File: src/rtl/neo_bus_pkg.sv
// ============================================================================
// Module : neo_bus_pkg
// Brief  : Shared state codes, byte-enable encodings and defaults for the
//          68000-style bus master.
// Rev    : 1.0  initial release
// ============================================================================
`default_nettype none

package neo_bus_pkg;

    typedef enum logic [2:0] {
        ST_IDLE = 3'd0,
        ST_S0   = 3'd1,
        ST_S2   = 3'd2,
        ST_S4   = 3'd3,
        ST_S6   = 3'd4,
        ST_S7   = 3'd5
    } bus_state_t;

    localparam logic [1:0] BE_UPPER = 2'b10;
    localparam logic [1:0] BE_LOWER = 2'b01;
    localparam logic [1:0] BE_WORD  = 2'b11;

    localparam int C_TIMEOUT_CYCLES = 255;

    // A byte write mirrors the selected byte onto both lanes, like a real 68000.
    function automatic logic [15:0] bus_wdata(input logic [1:0] be, input logic [15:0] d);
        case (be)
            BE_UPPER: return {d[15:8], d[15:8]};
            BE_LOWER: return {d[7:0], d[7:0]};
            BE_WORD:  return d;
            default:  return d;
        endcase
    endfunction

endpackage

`default_nettype wire

File: src/rtl/neo_bus_timeout.sv
// ============================================================================
// Module : neo_bus_timeout
// Brief  : Enable-gated up-counter with synchronous clear and a terminal flag
//          that fires on the MAX_COUNT-th enabled pulse.
// Rev    : 1.0  initial release
// ============================================================================
`default_nettype none

module neo_bus_timeout #(
    parameter int MAX_COUNT = 255
) (
    input  logic clk,
    input  logic rst,
    input  logic clr,
    input  logic en,
    output logic terminal
);

    localparam int CW = $clog2(MAX_COUNT + 1);

    logic [CW-1:0] r_count;

    always_ff @(posedge clk) begin
        if (rst || clr) begin
            r_count <= '0;
        end else if (en && !terminal) begin
            r_count <= r_count + CW'(1);
        end
    end

    assign terminal = en && (r_count == CW'(MAX_COUNT - 1));

endmodule

`default_nettype wire

File: src/rtl/neo_68k_busmaster.sv
// ============================================================================
// Module : neo_68k_busmaster
// Brief  : Turns a single-word request into a 68000 bus cycle paced by the
//          68k phase enables. Optional macro BUSMASTER_TIMEOUT_EN adds a
//          DTACK timeout that aborts the cycle with BERR.
// Rev    : 1.0  initial release
// ============================================================================
`default_nettype none

module neo_68k_busmaster
    import neo_bus_pkg::*;
#(
    parameter int TIMEOUT_CYCLES = C_TIMEOUT_CYCLES
) (
    input  logic        CLK,
    input  logic        RESET,
    input  logic        CLK_EN_68K_P,
    input  logic        CLK_EN_68K_N,
    input  logic        REQ,
    input  logic [22:0] REQ_ADDR,
    input  logic        REQ_WE,
    input  logic [1:0]  REQ_BE,
    input  logic [15:0] REQ_WDATA,
    output logic        BUSY,
    output logic        ACK,
    output logic        BERR,
    output logic [15:0] RDATA,
    output logic [22:0] M68K_ADDR,
    output logic [15:0] M68K_DATA_OUT,
    output logic        M68K_DATA_OE,
    output logic        RW,
    output logic        nAS,
    output logic        nUDS,
    output logic        nLDS,
    input  logic        nDTACK,
    input  logic [15:0] M68K_DATA_IN
);

    bus_state_t  r_state;
    logic [22:0] r_addr;
    logic        r_we;
    logic [1:0]  r_be;
    logic [15:0] r_wdata;
    logic        r_timed_out;

    logic w_p;
    logic w_n;
    logic w_to;

    // P wins when both enables land in the same clock.
    assign w_p = CLK_EN_68K_P;
    assign w_n = CLK_EN_68K_N & ~CLK_EN_68K_P;

`ifdef BUSMASTER_TIMEOUT_EN
    neo_bus_timeout #(
        .MAX_COUNT (TIMEOUT_CYCLES)
    ) u_timeout (
        .clk      (CLK),
        .rst      (RESET),
        .clr      (r_state != ST_S4),
        .en       (w_p && (r_state == ST_S4)),
        .terminal (w_to)
    );
`else
    logic w_unused_timeout_cfg;
    assign w_unused_timeout_cfg = (TIMEOUT_CYCLES != 0);
    assign w_to = 1'b0;
`endif

    always_ff @(posedge CLK) begin
        if (RESET) begin
            r_state       <= ST_IDLE;
            r_addr        <= '0;
            r_we          <= 1'b0;
            r_be          <= '0;
            r_wdata       <= '0;
            r_timed_out   <= 1'b0;
            nAS           <= 1'b1;
            nUDS          <= 1'b1;
            nLDS          <= 1'b1;
            RW            <= 1'b1;
            M68K_DATA_OE  <= 1'b0;
            M68K_ADDR     <= '0;
            M68K_DATA_OUT <= '0;
            RDATA         <= '0;
            BUSY          <= 1'b0;
            ACK           <= 1'b0;
            BERR          <= 1'b0;
        end else begin
            ACK  <= 1'b0;
            BERR <= 1'b0;
            case (r_state)
                ST_IDLE: begin
                    if (REQ && (REQ_BE != 2'b00)) begin
                        r_addr      <= REQ_ADDR;
                        r_we        <= REQ_WE;
                        r_be        <= REQ_BE;
                        r_wdata     <= REQ_WDATA;
                        r_timed_out <= 1'b0;
                        BUSY        <= 1'b1;
                        r_state     <= ST_S0;
                    end
                end
                ST_S0: begin
                    if (w_p) begin
                        M68K_ADDR <= r_addr;
                        RW        <= ~r_we;
                        r_state   <= ST_S2;
                    end
                end
                ST_S2: begin
                    if (w_n) begin
                        nAS <= 1'b0;
                        if (r_we) begin
                            M68K_DATA_OE  <= 1'b1;
                            M68K_DATA_OUT <= bus_wdata(r_be, r_wdata);
                        end else begin
                            nUDS <= ~r_be[1];
                            nLDS <= ~r_be[0];
                        end
                        r_state <= ST_S4;
                    end
                end
                ST_S4: begin
                    if (w_n && r_we) begin
                        nUDS <= ~r_be[1];
                        nLDS <= ~r_be[0];
                    end
                    if (w_p) begin
                        if (!nDTACK) begin
                            r_state <= ST_S6;
                        end else if (w_to) begin
                            r_timed_out <= 1'b1;
                            if (!r_we) begin
                                RDATA <= 16'hFFFF;
                            end
                            r_state <= ST_S7;
                        end
                    end
                end
                ST_S6: begin
                    // A zero-wait write reaches here before its S4 N-phase, so strobe now.
                    if (w_n) begin
                        if (r_we) begin
                            nUDS <= ~r_be[1];
                            nLDS <= ~r_be[0];
                        end else begin
                            RDATA <= M68K_DATA_IN;
                        end
                        r_state <= ST_S7;
                    end
                end
                ST_S7: begin
                    if (w_p) begin
                        nAS          <= 1'b1;
                        nUDS         <= 1'b1;
                        nLDS         <= 1'b1;
                        M68K_DATA_OE <= 1'b0;
                        RW           <= 1'b1;
                        ACK          <= 1'b1;
                        BERR         <= r_timed_out;
                        BUSY         <= 1'b0;
                        r_state      <= ST_IDLE;
                    end
                end
                default: begin
                    r_state <= ST_IDLE;
                end
            endcase
        end
    end

endmodule

`default_nettype wire

File: config.mk
export PLATFORM = sky130hd
export DESIGN_NAME = neo_68k_busmaster
export DESIGN_NICKNAME = d
export VERILOG_FILES = /design/src/rtl/neo_bus_pkg.sv /design/src/rtl/neo_bus_timeout.sv /design/src/rtl/neo_68k_busmaster.sv
export SDC_FILE = /design/constraint.sdc
export NUM_CORES = 1
export LEC_CHECK = 0
export BUFFER_PORTS_ARGS = -buffer_cell sky130_fd_sc_hd__buf_2
export CELL_PAD_IN_SITES_DETAIL_PLACEMENT = 1
export CELL_PAD_IN_SITES_GLOBAL_PLACEMENT = 2
export CORE_ASPECT_RATIO = 1.1
export CORE_UTILIZATION = 31
export CTS_CLUSTER_SIZE = 10
export DETAILED_ROUTE_END_ITERATION = 8
export HOLD_SLACK_MARGIN = 0.12
export PLACE_DENSITY = 0.87
export SYNTH_ARGS = -nofsm -noshare
export SYNTH_HDL_FRONTEND = slang
export SYNTH_HIERARCHICAL = 1
export SYNTH_SLANG_ARGS = --single-unit
File: constraint.sdc
create_clock -name CLK -period 2.4 [get_ports CLK]
set_clock_uncertainty 0.1 [all_clocks]
set_input_delay 0 -clock CLK [delete_from_list [all_inputs] [get_ports CLK]]
set_output_delay 0 -clock CLK [all_outputs]
set_load 0.02 [all_outputs]
==> results.json, run 1 <==
{
  "place_inst": 808,
  "reg2reg_slack_ps": 150,
  "synth_area_um2": 4280,
  "synth_edf_count": 0,
  "synth.net_count": 596,
  "post-cts-setup-buffers": 0,
  "die-area_um2": 14300,
  "antenna_found_initial": 2,
  "arrival_ps": 2390,
  "synth_seq_area_share_pct": 50.1,
  "drv_slew": 0,
  "r2r_start": "r_state[1]$_SDFFE_PP0P_",
  "powerDensity_nw_per_um2": 762,
  "syn_area_per_cell_um2": 8.07,
  "grt_pass1_vias": 4591,
  "cts-resized-gates": 0,
  "finalCritPeriodShare_pct": 93.9,
  "grt_pass1_wl_mm": 21.9,
  "grt_max_degree": 58,
  "stdcell_count": 910,
  "overflow": 0,
  "numClockSinks": 107,
  "grtUsageTotal_pct": 19.3,
  "io_buffers": 125,
  "fp.dieH_um": 125,
  "finalWeightedCongestion": 0.760,
  "cts.clk_slew.worst_paths_ps": 70,
  "critPathRequiredTime_ps": 2540,
  "drtIter0Drc": 177,
  "vias": 4344,
  "rsz0062_at_grt": "false",
  "hold_class": "in2reg",
  "detailed_place_hpwl_mm": 8.42,
  "critPathKind": "reg2reg",
  "start_util_pct": 32.1,
  "fin_ws_ps": 146,
  "crit_start": "r_state[1]$_SDFFE_PP0P_",
  "relSlewSlack_pct": 48.7,
  "clock_path_buffers": 2,
  "irDropWorstVdd_uv": 300,
  "worst_pin_slew_ps": 769,
  "status": "complete, no violations",
  "first_pass_iters": 4,
  "rr_worst_depth": 4,
  "fmax_mhz": 444,
  "drive_above_1_share_pct": 21.8,
  "routedWlPerCell_um": 15.0,
  "io_pins": 127,
  "postRouteAntennaNets": 0,
  "drc_errors": 0,
  "synth_top_area_share_pct": 50.1,
  "yosys-top-cells-area": "dfxtp_1, nand2_1, a21oi_1, mux2i_1, nor2_1",
  "hold_viol_final": 0,
  "core_um2": 13300,
  "fin_tns_setup_ps": 0,
  "yosysMostFrequentCell": "nand2_1",
  "synth_seq_cells": 107,
  "place_area_um2": 4980,
  "synth_ff_type": "dfxtp_1",
  "n_fill_cell": 1649,
  "cellLeakagePower_nw": 2.70,
  "worstReg2RegEnd": "r_addr[7]$_SDFFE_PP0P_",
  "fp.dieW_um": 114,
  "hp-start": "REQ_WDATA[0]",
  "maxCapViolCount": 0,
  "yosysTopAreaCell": "dfxtp_1",
  "place_ws_ps": 406,
  "end_kind": "flip-flop",
  "finalWirelength_mm": 13.7,
  "fin_area_um2": 6150,
  "root_buffer": "clkbuf_16",
  "finalSetupViolations": 0,
  "insertion_delay_ps": 350,
  "async_reset_ff_share_pct": 0,
  "post-route-min-period_ps": 2250,
  "syn_inst": 530,
  "ys_warn_count": 6,
  "row_count": 44,
  "area_delta_synth_final_pct": 43.7,
  "worstPathMaxFanout": 21,
  "cts_buffers": 9,
  "synth.distinct_cells": 40,
  "cts_tree": "yes",
  "hold_path_end": "r_wdata[0]$_SDFFE_PP0P_",
  "routed_via_density": 4.77,
  "cp-start-kind": "flip-flop",
  "ys_top_cells_by_count": "nand2_1, dfxtp_1, a21oi_1",
  "h-tree-depth": 3,
  "hold_depth": 4,
  "fin_nets": 785
}
[per-layer routing]
layer / share of wire [%] / vias up / global-route usage, %
met5: 0 / - / 0
met4: 2.4 / 0 / 9.24
met3: 4.3 / 26 / 4.12
met2: 52 / 90 / 34.1
met1: 41 / 2104 / 21.9
li1: - / 2124 / -
[flip-flops by register name, summed over array words and instances, names as in the netlist, 2 cells and up]
signal / flops
M68K_ADDR: 23
r_state: 3
RDATA: 16
r_wdata: 16
M68K_DATA_OUT: 16
r_addr: 23
r_be: 2
[where the power goes]
part,internal [mW],leakage [nW],switching (mW)
registers,1.91,0.868,0.101
logic,0.433,1.67,0.608
clock network,0.944,0.159,0.689
total,3.29,2.70,1.40
[how the worst max path moves through the flow]
stage,endpoint,slack (ps)
after floorplan,M68K_DATA_OUT[3]$_SDFFE_PP0P_,760
after global placement,RDATA[3]$_SDFFE_PP0P_,540
after detailed placement,M68K_DATA_OUT[6]$_SDFFE_PP0P_,410
after CTS,r_wdata[13]$_SDFFE_PP0P_,30
after global routing,r_wdata[1]$_SDFFE_PP0P_,50
final,r_addr[7]$_SDFFE_PP0P_,150
[through the flow]
step           utilization [%]  power (mW)  hold slack, ps
2_1_floorplan                -        2.72            36.0
3_3_place_gp              37.4        2.90             142
3_5_place_dp              37.4        2.94             148
4_1_cts                   46.1        4.72             319
5_1_grt                   46.2        4.92             343
6_report                  46.2        4.68             329
[cell type report]
type / instances / area, um^2 / share of cell area (%)
repair buffers: 218 / 1530 / 24.9
inverters: 19 / 71.3 / 1.16
well taps: 184 / 230 / 3.74
multi-input cells: 364 / 1840 / 29.9
clock inverters: 6 / 86.3 / 1.40
diodes: 2 / 5.00 / 0.0814
clock buffers: 10 / 239 / 3.89
flip-flops and latches: 107 / 2140 / 34.8
[layout by cell type, fill, tap and decap left out, drive strengths merged, types with 2 or more instances in the layout]
cell type,instances
nand2b,6
nand3,3
clkbuf,10
or4,2
nor2b,2
inv,20
diode,2
and2b,2
o21bai,4
a211o,2
dfxtp,107
nand2,166
ha,2
nor2,23
nand3b,4
a21oi,103
a221oi,8
a211oi,2
clkinv,2
bufinv,2
dlygate4sd3,83
mux2i,17
buf,135
nor3,3
[logic make-up (layout without fill, tap and decap cells)]
group | count (synthesis) | after routing | synth area share, %
multiplexers | 17 | 17 | 3.98
buffers and inverters | 60 | 253 | 7.16
flip-flops | 107 | 107 | 50.1
AO/OA/AOI/OAI | 125 | 125 | 16.4
AND/OR/NAND/NOR | 218 | 219 | 21.7
other | 1 | 3 | 0.0876
adder cells (fa/ha/maj) | 2 | 2 | 0.585
[timing repair]
action | 4_1_cts | 5_1_grt
hold buffers | 83 | 0
endpoints found under the setup margin | 0 | 18
hold endpoints to repair | 76 | 0
[worst max-delay path, cell delays in order (launching register included)]
cell and delay, ps:
dfxtp_1 470, or4_4 760, nand2_1 130, a21oi_1 70
dlygate4sd3_1 600
No activity file was read; power rests on OpenSTA's default activity.
==> run 2: changes to the inputs <==
ABC_AREA = 1   (was not set)
CORE_UTILIZATION = 30   (was 31)
==> run 2 against run 1 <==
  * Via count decreased by 0.76%
  * Largest cell class unchanged
  * Largest power group unchanged
  * Sequential cell count unchanged
  * Synthesized cell count increased by 2.3%
  * Synthesized area decreased by 3.9%
  * Final area decreased by 2.3%
  * Cell count increased by 1.2%
  * Setup slack improved by 52 ps
  * Sequential power increased by 13%
  * Critical path depth increased by 5
==> results.json, run 2 <==
{
  "status": "complete, no violations",
  "rr_worst_depth": 8,
  "synth_edf_count": 0,
  "finalCritPeriodShare_pct": 91.8,
  "yosysTopAreaCell": "dfxtp_1",
  "grt_pass1_wl_mm": 22.6,
  "cts.clk_slew.worst_paths_ps": 70,
  "reg2reg_slack_ps": 220,
  "fmax_mhz": 454,
  "slowest_delay_ps": 560,
  "fin_nets": 798,
  "synth_area_um2": 4110,
  "routedWlPerCell_um": 15.0,
  "critPathKind": "in2reg",
  "cp_cell_sequence": "dlygate4sd3_1 > buf_2 > o21ai_0 > nor2_2 > inv_4 > buf_4 > nor2_1 > nor2_1 > dlygate4sd3_1",
  "mostFrequentLayoutCell": "buf_2",
  "fp.dieH_um": 125,
  "routed.top_layer": "met4",
  "synth_seq_area_share_pct": 52.1,
  "mostFrequentLayoutCells": "buf_2, dfxtp_1, nor2_1",
  "io_pins": 127,
  "wl_met3_um": 526,
  "hold_path_end": "r_state[1]$_SDFFE_PP0P_",
  "first_pass_iters": 4,
  "utilization_pct": 45.3,
  "detailed_place_hpwl_mm": 8.92,
  "cts_tree": "yes",
  "async_reset_ff_share_pct": 0,
  "end_kind": "flip-flop",
  "fin_area_um2": 6010,
  "postRouteAntennaNets": 0,
  "row_count": 44,
  "yosys-top-cells-area": "dfxtp_1, nor2_1, nand2_1, a21oi_1, o21ai_0",
  "overflow": 0,
  "path_delay_family": "buffers and inverters",
  "holdWs_ps": 149,
  "wl_met2_mm": 6.66,
  "root_buffer": "clkbuf_16",
  "synth.distinct_cells": 23,
  "drtIter0Drc": 167,
  "cellLeakagePower_nw": 2.71,
  "grt_pass1_vias": 4591,
  "cts_buffers": 9,
  "critPathRequiredTime_ps": 2590,
  "synth_seq_cells": 107,
  "hold_viol_final": 0,
  "arrival_ps": 2400,
  "finalWeightedCongestion": 0.804,
  "synth_top_area_share_pct": 52.1,
  "routed_via_density": 4.68,
  "grt_max_degree": 33,
  "crit_buf_inv": 5,
  "wl_met1_mm": 6.38,
  "rsz0062_at_grt": "false",
  "syn_area_per_cell_um2": 7.58,
  "cp-start-kind": "primary input",
  "area_delta_synth_final_pct": 46.1,
  "numClockSinks": 107,
  "insertion_delay_ps": 350,
  "syn_inst": 542,
  "ys_top_cells_by_count": "dfxtp_1, nor2_1, nand2_1",
  "vias": 4311,
  "core_um2": 13300,
  "clock_path_buffers": 2,
  "hold_class": "in2reg",
  "antenna_found_initial": 0,
  "die-area_um2": 14200,
  "grtUsageTotal_pct": 20.1,
  "yosysMostFrequentCell": "dfxtp_1",
  "hp-start": "nDTACK",
  "irDropWorstVdd_uv": 406,
  "finalWirelength_mm": 13.8,
  "io_buffers": 125,
  "h-tree-depth": 3,
  "finalSetupViolations": 0,
  "worstReg2RegEnd": "RDATA[4]$_SDFFE_PP0P_",
  "synth.net_count": 608,
  "diodes": 0,
  "top_regs": "M68K_ADDR (23), r_addr (23)",
  "post-route-min-period_ps": 2200,
  "worst_pin_slew_ps": 871,
  "ys_warn_count": 6,
  "drive_above_1_share_pct": 22.5,
  "worstPathMaxFanout": 24,
  "synth_ff_type": "dfxtp_1",
  "post-cts-setup-buffers": 0,
  "powerDensity_nw_per_um2": 889,
  "fin_tns_setup_ps": 0,
  "maxCapViolCount": 0,
  "fp.dieW_um": 114,
  "relSlewSlack_pct": 41.8,
  "start_util_pct": 31.0,
  "place_area_um2": 4920,
  "hold_depth": 8,
  "r2r_start": "r_state[0]$_SDFFE_PP0P_",
  "slowest_stage": "dlygate4sd3_1",
  "drv_slew": 0,
  "drc_errors": 0
}
==> run 2: cell types whose count changed after synthesis, moves of 17 or more <==
cell | before | now
mux2i_1 | 17 | 0
nand2_1 | 166 | 80
o21ai_0 | 0 | 39
nor2_1 | 23 | 101
a21oi_1 | 103 | 40
o21ai_1 | 0 | 36
nand3_1 | 3 | 35
==> run 2: layout make-up <==
cell class                 count  area, um^2
clock inverter                 6        68.8
tap                          184         230
fill                        1638        7260
sequential                   107        2140
multi-input combinational    367        1700
timing repair buffer         214        1500
inverter                      33         126
clock buffer                  10         239
==> run 2: logic make-up after synthesis <==
kind of cell               count (synthesis)  synth area share [%]
buffers and inverters                     68                  6.76
xor gates and xnor gates                   1                 0.213
DFF                                      107                  52.1
and+or+nand+nor                          222                  22.2
other                                      1                0.0912
AOI/OAI and AO/OA                        141                  18.0
adders and majority gates                  2                 0.609
==> run 2: how the worst max path moves through the flow <==
| stage | startpoint | to | depth (start not counted) |
|---|---|---|---|
| after floorplan | r_be[0]$_SDFFE_PP0P_ | M68K_DATA_OUT[10]$_SDFFE_PP0P_ | 6 |
| after global placement | r_state[0]$_SDFFE_PP0P_ | RW$_SDFFE_PP1P_ | 5 |
| after detailed placement | r_state[0]$_SDFFE_PP0P_ | RW$_SDFFE_PP1P_ | 5 |
| after CTS | r_state[2]$_SDFFE_PP0P_ | r_be[0]$_SDFFE_PP0P_ | 7 |
| after global routing | r_state[0]$_SDFFE_PP0P_ | RDATA[4]$_SDFFE_PP0P_ | 8 |
| final | REQ_BE[1] | r_addr[19]$_SDFFE_PP0P_ | 9 |
==> run 2: worst min-delay path: cells and delay by family <==
kind / cells / cell delay, ps
buffers and inverters: 2 / 110
AND/OR/NAND/NOR: 6 / 460
==> run 2: timing repair <==
item,4_1_cts,5_1_grt
hold buffers,77,0
gates resized for setup,0,6
hold endpoints to repair,83,0
endpoints found under the setup margin,0,16
==> run 2: stage by stage <==
step | worst slack [ps] | cells | power, mW
after floorplan | 865 | 542 | 3.19
after global routing | 63.2 | 921 | 5.68
after detailed placement | 537 | 828 | 3.65
final | 198 | 921 | 5.34
after CTS | 23.0 | 921 | 5.36
after global placement | 619 | 828 | 3.59
==> run 2: layer usage <==
| layer | up-vias | global-route usage [%] |
|---|---|---|
| li1 | 2166 | - |
| met1 | 2027 | 25.7 |
| met2 | 102 | 33.7 |
| met3 | 16 | 3.84 |
| met4 | 0 | 6.50 |
| met5 | - | 0 |
==> run 2: where the power goes <==
part           total [mW]  switching [mW]  leakage, nW  internal (mW)
Sequential           2.27           0.203        0.872           2.07
Clock                1.55           0.700        0.150          0.848
Combinational        1.52           0.948         1.69          0.570
==> run 3: changes to the inputs <==
CTS_CLUSTER_DIAMETER = 100   (was not set)
REMOVE_ABC_BUFFERS = 1   (was not set)
==> run 3 against run 2 <==
  * Sequential share of layout area up 0.34 points
  * Combinational power down 3%
  * Global-route usage down 0.16 points
  * Final area down 0.94%
  * First-iteration DRC count down 24%
  * Highest routed layer unchanged
  * Fmax down 0.41%
  * Critical endpoint is now r_be[1]$_SDFFE_PP0P_
  * Cell count down 0.43%
==> results.json, run 3 (same netlist as run 2, synthesis figures left out) <==
{
  "status": "complete, no violations",
  "critPathRequiredTime_ps": 2590,
  "irDropWorstVdd_uv": 372,
  "postRouteAntennaNets": 0,
  "detailed_place_hpwl_mm": 8.42,
  "io_buffers": 125,
  "finalWeightedCongestion": 0.748,
  "top_regs": "M68K_ADDR (23), r_addr (23)",
  "drc_errors": 0,
  "p_sw_share_pct": 34.0,
  "cts_tree": "yes",
  "grt_max_degree": 36,
  "place_inst": 827,
  "cts.clk_slew.worst_paths_ps": 70,
  "fp.dieW_um": 114,
  "drive_above_1_share_pct": 22.3,
  "cp-start-kind": "flip-flop",
  "row_count": 44,
  "path_delay_family": "buffers and inverters",
  "end_kind": "flip-flop",
  "first_pass_iters": 4,
  "drtIter0Drc": 127,
  "stdcell_count": 917,
  "r2r_start": "r_state[0]$_SDFFE_PP0P_",
  "cellLeakagePower_nw": 2.66,
  "antenna_found_initial": 1,
  "rsz0062_at_grt": "false",
  "numClockSinks": 107,
  "overflow": 0,
  "fp.dieH_um": 125,
  "crit_start": "r_state[0]$_SDFFE_PP0P_",
  "grt_pass1_wl_mm": 22.3,
  "io_pins": 127,
  "die-area_um2": 14200,
  "hp-start": "nDTACK",
  "cts_buffers": 9,
  "powerDensity_nw_per_um2": 885,
  "drv_slew": 0,
  "worstPathMaxFanout": 35,
  "slowest_stage": "dlygate4sd3_1",
  "fin_tns_setup_ps": 0,
  "fmax_mhz": 452,
  "grt_pass1_vias": 4670,
  "worst_pin_slew_ps": 824,
  "power_frac_comb_pct": 27.9,
  "fin_nets": 793,
  "finalCritPeriodShare_pct": 92.1,
  "area_delta_synth_final_pct": 44.8,
  "crit_buf_inv": 4,
  "grtUsageTotal_pct": 19.9,
  "clock_path_buffers": 2,
  "hold_viol_final": 0,
  "critPathKind": "reg2reg",
  "insertion_delay_ps": 340,
  "n_fill_cell": 1640,
  "mostFrequentLayoutCells": "buf_2, dfxtp_1, nor2_1",
  "finalWirelength_mm": 13.3,
  "arrival_ps": 2400,
  "p_seq_share_pct": 43.2,
  "routedWlPerCell_um": 14.5,
  "internal_power_mw": 3.47,
  "switchingPower_mw": 1.79,
  "h-tree-depth": 3,
  "mostFrequentLayoutCell": "buf_2",
  "routed_via_density": 4.74,
  "post-route-min-period_ps": 2210,
  "root_buffer": "clkbuf_16",
  "core_um2": 13300,
  "hold_class": "in2reg",
  "finalSetupViolations": 0,
  "cp_cell_sequence": "inv_2 > nand2_1 > nor2_2 > inv_2 > buf_12 > nor2_1 > a211oi_1 > dlygate4sd3_1",
  "slowest_delay_ps": 590,
  "maxCapViolCount": 0,
  "start_util_pct": 31.0,
  "relSlewSlack_pct": 44.9,
  "vias": 4349,
  "crit_path_frequent_cell": "inv_2",
  "power_frac_clock_pct": 28.9
}
==> run 3: through the flow <==
step	hold WS [ps]	power [mW]	setup slack (ps)	cell area, um^2	util, %
floorplan	-30.9	3.13	194	3960	-
global placement	121	3.58	629	4910	37.0
finish	127	5.26	189	5950	44.9
global route	200	5.60	51.0	5950	44.9
CTS	126	5.30	52.0	5950	44.8
detailed placement	131	3.64	558	4910	37.0
==> run 3: routing by layer <==
metal  vias up  routed length, um  track usage, %
li1       2158                  -               -
met1      2061               5430            21.7
met2        99               7020            36.9
met3        31                412            3.21
met4         0                418            9.75
met5         -                  0               0
==> run 3: worst paths after layout <==
check	to	slack, ps	depth (start not counted)
max	r_be[1]$_SDFFE_PP0P_	190	8
min	r_state[1]$_SDFFE_PP0P_	130	8
max reg2reg	r_be[1]$_SDFFE_PP0P_	190	8
min reg2reg	M68K_DATA_OUT[5]$_SDFFE_PP0P_	360	2
==> run 3: area by class of cell <==
| type | instances | area [um^2] | share of cell area [%] |
|---|---|---|---|
| antenna | 1 | 2.50 | 0.0421 |
| clock buffer | 12 | 256 | 4.31 |
| sequential | 107 | 2140 | 36.0 |
| inverter | 33 | 124 | 2.08 |
| timing repair buffer | 209 | 1450 | 24.4 |
| multi-input combinational | 367 | 1690 | 28.4 |
| clock inverter | 4 | 48.8 | 0.820 |
| tap | 184 | 230 | 3.87 |
==> run 3: worst reg2reg max path: cells and delay by family, from the launching register on <==
kind / cells / cell delay [ps]
buffers and inverters: 4 / 1170
flip-flops: 1 / 450
AND/OR/NAND/NOR: 3 / 220
AO/OA/AOI/OAI: 1 / 220
==> run 3: timing repair <==
action / CTS / global route
setup buffers: 0 / 0
endpoints found under the hold margin: 96 / 0
resized for setup: 0 / 3
setup endpoints to repair: 0 / 11
hold buffers: 73 / 0
==> run 3: power groups by stage <==
stage | logic (mW) | registers, mW | clock network [mW]
3_5_place_dp | 1.34 | 2.30 | 0
2_1_floorplan | 0.775 | 2.35 | 0
6_report | 1.47 | 2.27 | 1.52
4_1_cts | 1.47 | 2.27 | 1.56
5_1_grt | 1.65 | 2.32 | 1.63
3_3_place_gp | 1.30 | 2.29 | 0
